## config.mk

```make
export PLATFORM = sky130hd
export DESIGN_NAME = instr_fetch
export DESIGN_NICKNAME = d
export VERILOG_FILES = /design/src/rtl/instr_fetch_pkg.sv /design/src/rtl/instr_fetch_npc.sv /design/src/rtl/instr_fetch.sv
export SDC_FILE = /design/constraint.sdc
export NUM_CORES = 1
export LEC_CHECK = 0
export BUFFER_PORTS_ARGS = -buffer_cell sky130_fd_sc_hd__buf_2
export CORE_MARGIN = 2
export CORE_UTILIZATION = 40
export DETAILED_ROUTE_END_ITERATION = 12
export PLACE_DENSITY = 0.65
export SLEW_MARGIN = 0
export SYNTH_ARGS = -nofsm -noshare
export SYNTH_HDL_FRONTEND = slang
export SYNTH_SLANG_ARGS = --single-unit
```

## constraint.sdc

```tcl
create_clock -name clk -period 7.4 [get_ports clk]
set_input_delay 0.74 -clock clk [delete_from_list [all_inputs] [get_ports clk]]
set_output_delay 0.74 -clock clk [all_outputs]
set_load 0.1 [all_outputs]
```

## src/rtl/instr_fetch_pkg.sv

```systemverilog
// instr_fetch_pkg: NPCOp codes and fetch FSM state encodings shared by the fetch unit.
package instr_fetch_pkg;

    localparam logic [1:0] NPC_PLUS4  = 2'b00;
    localparam logic [1:0] NPC_BRANCH = 2'b01;
    localparam logic [1:0] NPC_JUMP   = 2'b10;
    localparam logic [1:0] NPC_JR     = 2'b11;

`ifdef IF_ALIGN_CHECK_EN
    typedef enum logic [2:0] {S_IDLE, S_REQ, S_WAIT, S_ISSUE, S_FAULT} fetch_state_t;
`else
    typedef enum logic [1:0] {S_IDLE, S_REQ, S_WAIT, S_ISSUE} fetch_state_t;
`endif

endpackage

```

## src/rtl/instr_fetch_npc.sv

```systemverilog
// instr_fetch_npc: combinational next-PC select (pc+4, branch, jump, jr/jalr), wrapping modulo 2^AW.
module instr_fetch_npc
    import instr_fetch_pkg::*;
#(
    parameter int AW = 32
) (
    input  logic [AW-1:0] pc,
    input  logic [25:0]   target,
    input  logic [1:0]    npc_op,
    input  logic [31:0]   rs_data,
    output logic [AW-1:0] pc_plus4,
    output logic [AW-1:0] next_pc
);

    logic [AW-1:0] br_off;

    assign pc_plus4 = pc + AW'(4);
    assign br_off   = {{(AW-18){target[15]}}, target[15:0], 2'b00};
    assign next_pc  = npc_op == NPC_PLUS4  ? pc_plus4 :
                      npc_op == NPC_BRANCH ? pc_plus4 + br_off :
                      npc_op == NPC_JUMP   ? {pc_plus4[AW-1:28], target, 2'b00} :
                                             AW'(rs_data);

endmodule

```

## src/rtl/instr_fetch.sv

```systemverilog
// instr_fetch: PC owner and imem fetch FSM (IDLE/REQ/WAIT/ISSUE); IF_ALIGN_CHECK_EN adds a sticky misaligned-PC FAULT state.
module instr_fetch
    import instr_fetch_pkg::*;
#(
    parameter int          AW       = 32,
    parameter logic [AW-1:0] RESET_PC = AW'(32'h0000_3000)
) (
    input  logic          clk,
    input  logic          rst,
    output logic          imem_req_valid,
    input  logic          imem_req_ready,
    output logic [AW-1:0] imem_addr,
    input  logic          imem_rsp_valid,
    input  logic [31:0]   imem_rsp_data,
    output logic          instr_valid,
    input  logic          instr_ready,
    output logic [31:0]   instr,
    output logic [5:0]    Op,
    output logic [5:0]    Funct,
    output logic [AW-1:0] pc,
    output logic [AW-1:0] pc_plus4,
    input  logic [1:0]    NPCOp,
    input  logic [31:0]   rs_data,
    output logic          fetch_fault
);

    fetch_state_t  state;
    logic [AW-1:0] next_pc;

    instr_fetch_npc #(.AW(AW)) u_npc (
        .pc       (pc),
        .target   (instr[25:0]),
        .npc_op   (NPCOp),
        .rs_data  (rs_data),
        .pc_plus4 (pc_plus4),
        .next_pc  (next_pc)
    );

    assign imem_req_valid = state == S_REQ;
    assign instr_valid    = state == S_ISSUE;
    assign Op             = instr[31:26];
    assign Funct          = instr[5:0];

`ifdef IF_ALIGN_CHECK_EN
    logic fault_q;
    assign imem_addr   = pc;
    assign fetch_fault = fault_q;
`else
    assign imem_addr   = {pc[AW-1:2], 2'b00};
    assign fetch_fault = 1'b0;
`endif

    always_ff @(posedge clk) begin
        if (rst) begin
            state <= S_IDLE;
            pc    <= RESET_PC;
            instr <= '0;
`ifdef IF_ALIGN_CHECK_EN
            fault_q <= 1'b0;
`endif
        end else begin
            case (state)
                S_IDLE: state <= S_REQ;
                S_REQ: if (imem_req_ready) state <= S_WAIT;
                S_WAIT: if (imem_rsp_valid) begin
                    instr <= imem_rsp_data;
                    state <= S_ISSUE;
                end
                S_ISSUE: if (instr_ready) begin
                    pc <= next_pc;
`ifdef IF_ALIGN_CHECK_EN
                    state   <= next_pc[1:0] != 2'b00 ? S_FAULT : S_REQ;
                    fault_q <= next_pc[1:0] != 2'b00;
`else
                    state <= S_REQ;
`endif
                end
                default: state <= state;
            endcase
        end
    end

endmodule
```

==> results.md, run 1 <==
* Sink Count at 66
* Tcrit/Tclk final at 0.579
* Synth top area cells: dfxtp_1, ha_1, nand2_1
* Bufs on Longest Clock Path at 2
* DRC violations left at 0
* Initial core utilization at 0.405
* Crit path launch type: register
* Post-CTS Hold Buffers at 0
* PD cells at 257 nW/µm²
* Routed WL per cell at 18.5 µm
* Reg2Reg Setup Slack at 3.12 ns
* Final hold vios at 0
* Synth top area share at 0.226
* Cts bufs inserted at 9
* Number of synthesized register bits at 66
* Vias in the first global route at 5,336
* Final Core Density at 0.483
* Critical path class: reg2reg
* Grt ovf at 0
* ANT nets after route at 0
* Worst-path clk slew at 0.06 ns
* Number of synthesized flops with an enable pin at 0
* Final Cell Area at 6970 µm²
* Placed cell count at 1,065
* Die span in x at 125 µm
* Slew HR at 0.214
* DP Area at 6650 µm²
* Clk Latency, worst-skew pair at 0.34 ns
* RSZ-0062 raised after global routing: no
* Syn Area/Cell at 7.79 µm²
* Global-route wire length before repair at 30.4 mm
* Largest net degree at the start of global routing at 64
* Area growth from synthesis to layout at 19.4%
* Synth Instances at 750
* Non-Filler Instances at 1,081
* Die area at 15,600 µm²
* Post-Syn Area at 5840 µm²
* Critical path depth at 13
* Seq/Total Area, Yosys at 0.226
* FP Rows at 44
* CP delay by family, top: compound AO/OA/AOI/OAI gates
* Chip height at 125 µm
* Synth warn at 0
* Drt first pass iters at 6
* Drt first-iter violations at 561
* Root Buffer: clkbuf_16
* Post-synth top flop: dfxtp_1
* Worst Slack Setup Final at 3.12 ns
* Worst Max-Slew Pin Slew at 1.18 ns
* Io pins at 214
* Peak Freq at 0.233 GHz
* CP Max Fanout at 8
* Hold Startpoint: instr[17]
* Ant. Diodes at 0
* Worst setup EP type: register
* Antenna violations before repair at 0
* Tot Pwr at 1.79 mW
* Critical Path Sink: pc[27]
* Worst Setup SP: pc[2]
* Dpl hpwl at 14.9 mm
* Worst R2R End: pc[27]
* Core box area at 14,400 µm²
* Leakage at 3.30 nW
* Reg2Reg Depth at 13
* Status: completed
* CP required at 7.63 ns
* CP Cell Sequence: ha_1 -> nand3_2 -> nor2_1 -> nand3_1 -> xnor2_1 -> ha_1 -> a21o_1 -> a2111oi_0 -> o31ai_1 -> o21ai_0 -> mux2i_1 -> nor2_1 -> nor4_1
* Placement Setup Slack at 3.31 ns
* Skew final at 0.00681 ns
* Slowest stage delay, CP at 0.56 ns
* Placer Congestion at 0.928
* Setup TNS at 0 ns
* Clock H-tree levels at 3
* Asr flop ratio synth at 0
* NumNets Final at 1,004
* Arr. time, crit path at 4.51 ns
* FF-to-FF Start: pc[2]
* Via count at 6,090
* IO buf count at 210
* Total global-route track usage at 0.245
* Max-Cap Viols at 0
* Tightest Hold Check Type: reg2reg
* Fin Hold WS at 0.473 ns
* Min cycle time layout at 4.28 ns
* Post-CTS Setup Bufs at 0
* TritonCTS clock tree: done
* Setup Viol. Count Final at 0
* Peak VDD IR at 0.000149 V
* Share of post-route cells with drive strength above 1 at 0.298
* Synth unique cells at 72
* Post-cts resize count at 0
* Max stage delay cell, worst path: a2111oi_0
* Post-Route WL at 20.0 mm
* CP bufs+invs at 0
* Vias per cell at 5.63
* Slew Limit Fails at 0
* Area leader, netlist: dfxtp_1
## state kept, by name, indices dropped and copies added, names as in the netlist
signal	count
instr	32
pc	32
state	2
## logic make-up after synthesis
logic type / share of synthesized area
other: 0.000642
AOI/OAI and AO/OA: 0.207
buffers and inverters: 0.0971
DFF: 0.226
muxes: 0.0881
and+or+nand+nor: 0.219
adders and majority gates: 0.0891
xor gates and xnor gates: 0.0720
## worst min-delay path by stage
stage	endpoint	slack (ns)	depth (start not counted)
final	instr[17]	0.47	2
after global routing	pc[0]	0.49	2
after CTS	instr[29]	0.48	2
after detailed placement	pc[0]	0.46	2
after global placement	instr[27]	0.46	2
after floorplan	state[1]	0.51	2
## report_power, final
part           leakage (nW)  total [mW]  internal (mW)  switching, mW
Clock                 0.153       0.476          0.296          0.179
Combinational          2.61       0.867          0.171          0.696
Sequential            0.534       0.447          0.390         0.0563
## Yosys cell counts, types with 3 or more instances
library cell	count
xor2_1	19
o22ai_1	4
ha_1	40
nor3_1	16
a211oi_1	7
and4_1	5
nand2_1	124
dfxtp_1	66
o211ai_1	6
o31ai_1	5
mux4_2	14
nand3_1	21
o21ai_1	10
nand4_1	16
clkbuf_1	28
buf_1	5
or3_1	4
a31oi_1	8
o21ai_0	15
buf_2	3
and2_1	3
a21oi_1	80
o221ai_1	3
xnor2_1	29
nand2b_1	4
mux2i_1	12
nor2_1	55
o21a_1	3
o21bai_1	6
nor2b_1	4
a21o_1	13
and3_1	8
inv_1	14
mux2_2	7
buf_4	50
## worst register-to-register path, stage by stage, from the launching register on
cell and delay, ns:
dfxtp_1 0.50, ha_1 0.38, nand3_2 0.20, nor2_1 0.36, nand3_1 0.14, xnor2_1 0.31, ha_1 0.41, a21o_1 0.26
a2111oi_0 0.56, o31ai_1 0.21, o21ai_0 0.26, mux2i_1 0.28, nor2_1 0.07, nor4_1 0.22
## cell type report
type,instances,area (µm²)
clock buffer,10,229
clock inverter,6,90.1
fill,1482,7450
inverter,14,52.6
multi-input combinational,586,3960
sequential,66,1320
tap,184,230
timing repair buffer,215,1090
## placed cells by master (no fill, tap or decap), types with 3 or more instances in the layout
| cell type | Yosys | final |
|---|---|---|
| buf_2 | 3 | 210 |
| nand2_1 | 124 | 124 |
| a21oi_1 | 80 | 80 |
| dfxtp_1 | 66 | 66 |
| nor2_1 | 55 | 55 |
| ha_1 | 40 | 40 |
| xnor2_1 | 29 | 29 |
| nand3_1 | 21 | 21 |
| xor2_1 | 19 | 19 |
| nand4_1 | 16 | 16 |
| nor3_1 | 16 | 16 |
| o21ai_0 | 15 | 15 |
| inv_1 | 14 | 14 |
| mux4_2 | 14 | 14 |
| a21o_1 | 13 | 13 |
| mux2i_1 | 12 | 12 |
| o21ai_1 | 10 | 10 |
| clkbuf_16 | 0 | 9 |
| and3_1 | 8 | 8 |
| a31oi_1 | 8 | 8 |
| a211oi_1 | 7 | 7 |
| mux2_2 | 7 | 7 |
| o211ai_1 | 6 | 6 |
| o21bai_1 | 6 | 6 |
| and4_1 | 5 | 5 |
| o31ai_1 | 5 | 5 |
| buf_4 | 50 | 5 |
| and2_1 | 3 | 4 |
| nand2b_1 | 4 | 4 |
| nor2b_1 | 4 | 4 |
| or3_1 | 4 | 4 |
| o22ai_1 | 4 | 4 |
| o21a_1 | 3 | 3 |
| o221ai_1 | 3 | 3 |
| conb_1 | 1 | 3 |
## layer usage
metal | part of all wire | vias to the layer above | wire (µm) | GRT usage
met5 | 0 | - | 0 | 0
met1 | 0.45 | 2815 | 9090 | 0.357
met3 | 0.089 | 38 | 1780 | 0.0425
met2 | 0.43 | 305 | 8700 | 0.367
li1 | - | 2932 | - | -
met4 | 0.023 | 0 | 451 | 0.0791
Note: power is estimated with default switching activity, not from simulation.
==> run 2: changes to the inputs <==
ABC_AREA = 1   (was default)
PLACE_DENSITY = 0.66   (was 0.65)
clock period = 3.62 ns   (was 7.4 ns; I/O delays follow)
==> run 2 against run 1 <==
Effect of this change:
- die area up 13%
- synthesized cell count up 51%
- power up 140%
- highest routed layer unchanged
- critical path depth up 7
- wire length up 31%
- clock skew up 0.0020 ns
- core utilization up 2.1 points
- design area up 16%
==> results.md, run 2 <==
* Status: completed
* Max-Cap Viols at 0
* Die span in x at 132 µm
* ANT nets after route at 0
* Post-synth top flop: dfxtp_1
* Hold Startpoint: imem_rsp_data[31]
* Final hold vios at 0
* Antenna violations before repair at 0
* Share of post-route cells with drive strength above 1 at 0.241
* Synth Instances at 1,133
* IO buf count at 210
* Total global-route track usage at 0.293
* FF-to-FF Start: pc[2]
* TritonCTS clock tree: done
* Largest net degree at the start of global routing at 39
* Most frequent cells in the layout: nand2_1, buf_2, inv_1
* Vias in the first global route at 7,100
* Reg area at 1370 µm²
* Post-Route WL at 26.2 mm
* Bufs on Longest Clock Path at 2
* CP delay by family, top: simple AND/OR/NAND/NOR gates
* Synth top area share at 0.200
* Area leader, netlist: dfxtp_1
* Clk Latency, worst-skew pair at 0.34 ns
* # fillers at 1,755
* Worst-path clk slew at 0.06 ns
* CP Max Fanout at 5
* FP Rows at 46
* Number of synthesized register bits at 66
* Vias per cell at 5.18
* Setup Viol. Count Final at 0
* RSZ-0062 raised after global routing: no
* Routed WL per cell at 17.3 µm
* Ant. Diodes at 0
* Slowest stage delay, CP at 0.38 ns
* Worst setup EP type: register
* Tightest Hold Check Type: in2reg
* Core box area at 16,000 µm²
* Worst Max-Slew Pin Slew at 0.997 ns
* Io pins at 214
* Cts bufs inserted at 9
* Synth cell count leaders: nand2_1, inv_1, nor2_1
* Number of synthesized flops with an enable pin at 0
* Via count at 7,846
* Worst Setup SP: pc[2]
* Slew HR at 0.335
* Min cycle time layout at 3.34 ns
* Multi-input logic area at 4370 µm²
* Worst Slack Setup Final at 0.277 ns
* Placer Congestion at 1.01
* Skew final at 0.00877 ns
* Synth unique cells at 49
* Synth warn at 0
* Peak Freq at 0.299 GHz
* Arr. time, crit path at 3.54 ns
* NumNets Final at 1,407
* Tcrit/Tclk final at 0.924
* Drt first pass iters at 5
* Post-Syn Area at 6600 µm²
* Clock H-tree levels at 3
* Synth top area cells: dfxtp_1, nand2_1, inv_1
* Max stage delay cell, worst path: dfxtp_4
* CP required at 3.81 ns
* Asr flop ratio synth at 0
* Drt first-iter violations at 672
* Dpl hpwl at 21.3 mm
* Area growth from synthesis to layout at 22.1%
* CP Cell Sequence: ha_4 -> nand2_1 -> nor3_4 -> nand3_4 -> inv_1 -> nand2_1 -> xor2_2 -> clkinvlp_4 -> ha_4 -> nand2_1 -> nor2_2 -> inv_1 -> nor2_2 -> nand3b_1 -> nand3_2 -> nand2_1 -> nand3_1 -> o21ai_0 -> nand2_1 -> a21oi_1
* Grt ovf at 0
* Die area at 17,500 µm²
* DRC violations left at 0
* CP bufs+invs at 3
* Peak VDD IR at 0.000507 V
* Sink Count at 66
* Global-route wire length before repair at 39.6 mm
* Count leader, synth: nand2_1
* Initial core utilization at 0.413
* Largest registers: instr x32, pc x32, state x2
* Leakage at 4.54 nW
* Chip height at 132 µm
* Root Buffer: clkbuf_16
* Final Core Density at 0.504
* Crit path launch type: register
* PD cells at 527 nW/µm²
* Most frequent CP cell: nand2_1
* Placement Setup Slack at 0.145 ns
* Slew Limit Fails at 0
* Most common cell after layout, fill and taps aside: nand2_1
* Critical path class: reg2reg
* Seq/Total Area, Yosys at 0.200
* Syn Area/Cell at 5.83 µm²
run 2: cell types whose count changed after synthesis, sizes merged, moves of 12 or more:
cell / change
nand2: +210
inv: +141
nor2: +83
o21ai: +54
nand3: +42
xnor2: -25
mux4: -14
a21o: -13
mux2i: -12
run 2: worst paths after layout:
| path | to | cells after the start | slack [ns] |
|---|---|---|---|
| max | pc[21] | 20 | 0.28 |
| max reg2reg | pc[21] | 20 | 0.28 |
| min | instr[31] | 3 | 0.27 |
| min reg2reg | pc[1] | 2 | 0.48 |
run 2: per-layer routing:
layer / track usage / wire length (µm)
met1: 0.378 / 11200
met2: 0.466 / 11600
met3: 0.0552 / 2170
met4: 0.151 / 1280
met5: 0 / 0
run 2: kinds of logic (layout without fill, tap and decap cells):
logic type | Yosys count | in the layout | synth area share
AO/OA/AOI/OAI | 185 | 185 | 0.149
XOR/XNOR | 26 | 26 | 0.0356
adder cells (fa/ha/maj) | 41 | 41 | 0.0788
buffers and inverters | 236 | 401 | 0.162
flip-flops | 66 | 66 | 0.200
other | 1 | 3 | 0.000568
AND/OR/NAND/NOR | 578 | 578 | 0.373
run 2: timing repair:
| item | in CTS | in global routing |
|---|---|---|
| setup endpoints to repair | 0 | 7 |
| buffers inserted | 0 | 2 |
| hold buffers | 0 | 0 |
| resized for setup | 0 | 5 |
run 2: tightest hold or removal path, delay by kind of cell:
kind                   cells  cell delay, ns
buffers and inverters      1            0.07
and+or+nand+nor            1            0.07
AOI/OAI and AO/OA          1            0.07
run 2: per-stage QoR:
| step | cells | total power [mW] | instance area (µm²) | hold slack [ns] | TNS [ns] |
|---|---|---|---|---|---|
| final | 1516 | 4.25 | 8060 | 0.268 | 0 |
| after global placement | 1498 | 3.42 | 7750 | 0.465 | 0 |
| after CTS | 1514 | 4.25 | 8020 | 0.261 | 0 |
| after floorplan | 1135 | 3.01 | 6790 | 0.487 | -0.00214 |
| after global routing | 1516 | 4.44 | 8060 | 0.289 | 0 |
| after detailed placement | 1498 | 3.42 | 7750 | 0.475 | 0 |
run 2: power breakdown:
group | switching, mW | total (mW) | internal, mW | leakage (nW)
Sequential | 0.151 | 0.989 | 0.838 | 0.549
Combinational | 1.99 | 2.43 | 0.438 | 3.85
Clock | 0.362 | 0.830 | 0.467 | 0.137
run 2: cell type report:
type | count | share of cell area
clock buffers | 9 | 0.0279
clock inverters | 7 | 0.00636
inverters | 157 | 0.0736
multi-input cells | 833 | 0.542
flip-flops and latches | 66 | 0.170
well taps | 216 | 0.0335
repair buffers | 228 | 0.147
